File: config.mk
export PLATFORM = sky130hd
export DESIGN_NAME = deadlock_idx0_monitor
export DESIGN_NICKNAME = d
export VERILOG_FILES = /design/src/rtl/deadlock_mon_pkg.sv /design/src/rtl/stable_cycle_counter.sv /design/src/rtl/deadlock_idx0_monitor.sv
export SDC_FILE = /design/constraint.sdc
export NUM_CORES = 1
export LEC_CHECK = 0
export ABC_AREA = 0
export CORE_MARGIN = 1
export CORE_UTILIZATION = 58
export CTS_CLUSTER_DIAMETER = 200
export DETAILED_ROUTE_END_ITERATION = 8
export GPL_TIMING_DRIVEN = 0
export PLACE_DENSITY = 0.79
export SLEW_MARGIN = 20
export SYNTH_ARGS = -nofsm -noshare
export SYNTH_HDL_FRONTEND = slang
export SYNTH_SLANG_ARGS = --single-unit
File: constraint.sdc
create_clock -name clock -period 2.76 [get_ports clock]
set_input_delay 0.69 -clock clock [delete_from_list [all_inputs] [get_ports clock]]
set_output_delay 0.69 -clock clock [all_outputs]
set_load 0.02 [all_outputs]
File: src/rtl/deadlock_mon_pkg.sv
// -----------------------------------------------------------------------------
// deadlock_mon_pkg
// Shared constants and helpers for the kernel deadlock monitors.
//   DEFAULT_DEADLOCK_CYCLES : default stable-blocked cycle threshold
//   cnt_width()             : counter width able to hold 0..limit
// -----------------------------------------------------------------------------
package deadlock_mon_pkg;

  localparam int unsigned DEFAULT_DEADLOCK_CYCLES = 32'd1000;

  // Width of a counter that must represent every value 0..limit (limit >= 1).
  function automatic int unsigned cnt_width(input int unsigned limit);
    int unsigned w;
    if (limit < 32'd1) begin
      w = 32'd1;
    end else begin
      w = $clog2(limit + 32'd1);
    end
    return w;
  endfunction

endpackage : deadlock_mon_pkg

File: src/rtl/stable_cycle_counter.sv
// -----------------------------------------------------------------------------
// stable_cycle_counter
// Counts consecutive edges on which a candidate condition holds with an
// unchanged snapshot. Saturates at LIMIT and reports when the next count
// value equals LIMIT.
// Ports:
//   clock     in  rising-edge clock
//   reset     in  asynchronous active-high reset
//   cand_i    in  candidate condition sampled this edge
//   changed_i in  snapshot differs from the previous sampled snapshot
//   reached_o out next count value equals LIMIT (combinational)
// -----------------------------------------------------------------------------
module stable_cycle_counter
  import deadlock_mon_pkg::*;
#(
  parameter int unsigned LIMIT = DEFAULT_DEADLOCK_CYCLES,
  parameter int unsigned CNT_W = cnt_width(LIMIT)
) (
  input  logic clock,
  input  logic reset,
  input  logic cand_i,
  input  logic changed_i,
  output logic reached_o
);

  localparam logic [CNT_W-1:0] LIMIT_C = CNT_W'(LIMIT);
  localparam logic [CNT_W-1:0] ONE_C   = CNT_W'(1);

  logic [CNT_W-1:0] cnt_d;
  logic [CNT_W-1:0] cnt_q;

  // Next count: cleared without a candidate, restarted on any snapshot
  // change, otherwise advanced and held at LIMIT (no wrap-around).
  always_comb begin
    cnt_d = '0;
    if (!cand_i) begin
      cnt_d = '0;
    end else if (changed_i) begin
      cnt_d = ONE_C;
    end else if (cnt_q >= LIMIT_C) begin
      cnt_d = LIMIT_C;
    end else begin
      cnt_d = cnt_q + ONE_C;
    end
  end

  // Count register.
  always_ff @(posedge clock or posedge reset) begin
    if (reset) begin
      cnt_q <= '0;
    end else begin
      cnt_q <= cnt_d;
    end
  end

  assign reached_o = (cnt_d == LIMIT_C);

endmodule : stable_cycle_counter

File: src/rtl/deadlock_idx0_monitor.sv
// -----------------------------------------------------------------------------
// deadlock_idx0_monitor
// Deadlock detector for the top-level kernel (index 0). Raises a sticky
// block flag once a blocked condition persists with an unchanged snapshot of
// all watched flags for DEADLOCK_CYCLES consecutive edges.
// Ports:
//   clock           in  rising-edge clock
//   reset           in  asynchronous active-high reset
//   axis_block_sigs in  [N_AXIS]  AXIS channel blocked flags
//   inst_idle_sigs  in  [N_INST]  sub-instance idle flags
//   inst_block_sigs in  [N_INST]  sub-instance blocked flags
//   block           out registered sticky deadlock flag
// -----------------------------------------------------------------------------
module deadlock_idx0_monitor
  import deadlock_mon_pkg::*;
#(
  parameter int unsigned N_AXIS          = 32'd2,
  parameter int unsigned N_INST          = 32'd1,
  parameter int unsigned DEADLOCK_CYCLES = DEFAULT_DEADLOCK_CYCLES
) (
  input  logic              clock,
  input  logic              reset,
  input  logic [N_AXIS-1:0] axis_block_sigs,
  input  logic [N_INST-1:0] inst_idle_sigs,
  input  logic [N_INST-1:0] inst_block_sigs,
  output logic              block
);

  localparam int unsigned SNAP_W = N_AXIS + 2 * N_INST;

  logic [SNAP_W-1:0] snap_s;
  logic [SNAP_W-1:0] prev_snap_d;
  logic [SNAP_W-1:0] prev_snap_q;
  logic              cand_s;
  logic              changed_s;
  logic              reached_s;
  logic              block_d;
  logic              block_q;

  // Idle bits take part in change detection but never form a candidate.
  assign snap_s    = {inst_idle_sigs, inst_block_sigs, axis_block_sigs};
  assign cand_s    = (|axis_block_sigs) | (|inst_block_sigs);
  assign changed_s = (snap_s != prev_snap_q);

  stable_cycle_counter #(
    .LIMIT (DEADLOCK_CYCLES),
    .CNT_W (cnt_width(DEADLOCK_CYCLES))
  ) u_counter (
    .clock     (clock),
    .reset     (reset),
    .cand_i    (cand_s),
    .changed_i (changed_s),
    .reached_o (reached_s)
  );

  // Next snapshot and sticky flag; once set, block only clears on reset.
  always_comb begin
    prev_snap_d = snap_s;
    block_d     = block_q | reached_s;
  end

  // Snapshot history and deadlock flag registers.
  always_ff @(posedge clock or posedge reset) begin
    if (reset) begin
      prev_snap_q <= '0;
      block_q     <= 1'b0;
    end else begin
      prev_snap_q <= prev_snap_d;
      block_q     <= block_d;
    end
  end

  assign block = block_q;

endmodule : deadlock_idx0_monitor

==> results.sh <==
export IMPL_status="finished clean"
export IMPL_fillers=94
export IMPL_intPower_uw=295
export IMPL_cp_data_required_time_ns=2.98
export IMPL_multiInputGateArea_sq_um=385
export IMPL_ys_warn_count=0
export IMPL_dieArea_sq_um=1520
export IMPL_power_density_nw_per_um2=430
export IMPL_cts_buffers=3
export IMPL_crit_buf_inv=1
export IMPL_synth_distinct_cells=29
export IMPL_cts_clk_slew_worst_paths_ns=0.08
export IMPL_fin_tns_setup_ns=0
export IMPL_min_path_cells=1
export IMPL_start_util_pct=66.7
export IMPL_criticalPathCategory="in2reg"
export IMPL_overflow=0
export IMPL_switching_share_pct=23.3
export IMPL_hold_class="reg2reg"
export IMPL_grt_pass1_wl_mm=2.44
export IMPL_power_leakage_uw=0.000394
export IMPL_ff2ff_path_depth=6
export IMPL_seqCellArea_sq_um=375
export IMPL_postRouteAntennaNets=0
export IMPL_worst_skew_pair_late_latency_ns=0.28
export IMPL_syn_inst=81
export IMPL_wl_per_cell_um=14.4
export IMPL_via_per_inst=5.77
export IMPL_fin_util_pct=75.4
export IMPL_p_total_uw=385
export IMPL_drc_errors=0
export IMPL_grt_pass1_vias=568
export IMPL_cp_max_fo=7
export IMPL_cts_tree="built"
export IMPL_htree_levels=1
export IMPL_antenna_found_initial=0
export IMPL_synth_avg_cell_area_sq_um=9.76
export IMPL_synth_edf_count=0
export IMPL_final_nets=100
export IMPL_cp_cell_sequence="clkdlybuf4s50_1, or3b_1, a211oi_1, o21ai_1, a21oi_1, a41o_1"
export IMPL_gp_congestion=0.836
export IMPL_root_buffer="clkbuf_4"
export IMPL_syn_to_final_growth_pct=13.1
export IMPL_synth_area_top_cells="dfrtp_1 (47%), xnor2_1 (4.4%), xor2_1 (4.4%)"
export IMPL_synth_top_area_share_pct=47.5
export IMPL_wl_mm=1.51
export IMPL_yosysTopAreaCell="dfrtp_1"
export IMPL_crit_slowest_cell="clkdlybuf4s50_1"
export IMPL_yosysSeqAreaShare_pct=47.5
export IMPL_setup_viol=0
export IMPL_rows=12
export IMPL_critPathLaunchType="input port"
export IMPL_cp_arrival_ns=2.41
export IMPL_die_x_um=38.9
export IMPL_slew_headroom_pct=63.2
export IMPL_slew_viol_final=0
export IMPL_r2r_end="block"
export IMPL_ys_async_sr_fraction_pct=100
export IMPL_worstReg2RegStart="u_counter.cnt_q[0]"
export IMPL_core_sq_um=1190
export IMPL_grt_max_degree=16
export IMPL_cp_num_cells=6
export IMPL_die_h_um=38.9
export IMPL_crit_path_max_incr_delay_ns=0.54
export IMPL_numPortBuffers=6
export IMPL_tightestPinTransition_ns=0.551
export IMPL_p_sw_uw=89.5
export IMPL_hp_start="block"
export IMPL_cap_violations=0
export IMPL_min_to="block"
export IMPL_skew_ns=0.00205
export IMPL_grt_usage_pct=26.2
export IMPL_timing_hold_violations_final=0
export IMPL_io_pins=7
export IMPL_hold_buffers=0
export IMPL_vias=606
export IMPL_syn_nets=89
export IMPL_p_seq_share_pct=59.3
export IMPL_syn_area_sq_um=791
export IMPL_yosysMostFrequentCell="dfrtp_1"
export IMPL_comb_power_share_pct=8.6
export IMPL_synth_top_cells_by_count="dfrtp_1 (15), nor2_1 (9), nand2_1 (7), inv_1 (6), nand3_1 (5)"
export IMPL_finalCritPeriodShare_pct=79.1
export IMPL_firstDrtPassIters=4
export IMPL_dp_hpwl_mm=1.14
export IMPL_post_cts_repair_setup_buffers=0
export IMPL_num_antenna_cells=0
export IMPL_end_kind="flop"
export IMPL_fin_crit_ns=2.18
export IMPL_vdd_drop_max_mv=0.354
export IMPL_cts_resized_gates=0
export IMPL_drive_gt1_share_pct=8.79
export IMPL_dr_first_iter_drc_count=14
export IMPL_clock_power_share_pct=32.1
export IMPL_synth_flop_cell="dfrtp_1"
export IMPL_crit_family="compound AO/OA/AOI/OAI gates"
export IMPL_clock_sinks=15
export IMPL_cts_root_to_sink_buffers=2
export IMPL_r2r_slack_ns=0.88
export IMPL_rsz0062_at_grt="no"
export IMPL_ys_ff_latch=15
export IMPL_max_freq_ghz=0.458
registers in the layout (all words and copies together) (netlist names):
signal,count
prev_snap_q,4
block,1
u_counter.cnt_q,10
worst max-delay path by stage:
stage | startpoint | end
global placement | inst_block_sigs | block
finish | inst_block_sigs | block
detailed placement | inst_block_sigs | block
global route | inst_block_sigs | block
floorplan | axis_block_sigs[1] | block
CTS | inst_block_sigs | block
through the flow:
stage	hold WS, ns	area, sq um	std cells	setup WS [ns]
after floorplan	0.507	791	81	1.00
after detailed placement	0.486	868	101	0.269
after global routing	0.543	895	105	0.391
final	0.510	895	105	0.576
after global placement	0.480	868	101	0.328
after CTS	0.510	895	105	0.563
cells in the final DEF, fill, tap and decap left out, types with 2 or more instances in the layout:
cell type and n:
nand3_1 5, nor3_1 3, ha_1 2, nor2_1 9, xor2_1 4, o21ai_0 4
inv_1 6, mux2i_1 2, clkbuf_4 3, dfrtp_1 15, nand2_1 7, clkdlybuf4s50_1 6
a21oi_1 2, xnor2_1 4, a31oi_1 2
final cells by class:
type | count | area share (%)
inverters | 6 | 2.52
flip-flops and latches | 15 | 42.0
clock buffers | 4 | 2.94
repair buffers | 6 | 6.71
plain buffers | 1 | 0.839
multi-input cells | 59 | 43.1
well taps | 14 | 1.96
worst reg2reg max path, stage by stage, from the launching register on:
cell and delay (ns):
dfrtp_1 0.41, ha_1 0.34, nand2_1 0.10, or3_1 0.32, and3_4 0.19, nor4b_2 0.27
a41o_1 0.20
metal layers:
metal / vias to the layer above / part of all wire [%] / track usage [%]
met2: 14 / 49 / 45.4
met1: 289 / 45 / 29.3
met3: 4 / 3.3 / 5.20
met4: 0 / 2.5 / 15.5
met5: - / 0 / 0
li1: 299 / - / -
power by group through the flow:
stage | Combinational (uW) | Clock (uW) | Sequential [uW]
2_1_floorplan | 19.1 | 0 | 232
3_3_place_gp | 32.2 | 0 | 232
3_5_place_dp | 33.6 | 0 | 233
4_1_cts | 33.8 | 124 | 228
5_1_grt | 37.3 | 132 | 229
6_report | 33.0 | 124 | 228
cells by family after synthesis:
family          share of synthesized area, %
simple gates                            22.6
flops                                   47.5
compound gates                          11.6
xor+xnor                                8.86
buf+inv                                 3.80
mux                                     2.53
fa+ha+maj                               3.16
Power figures use the tool's default switching activity.
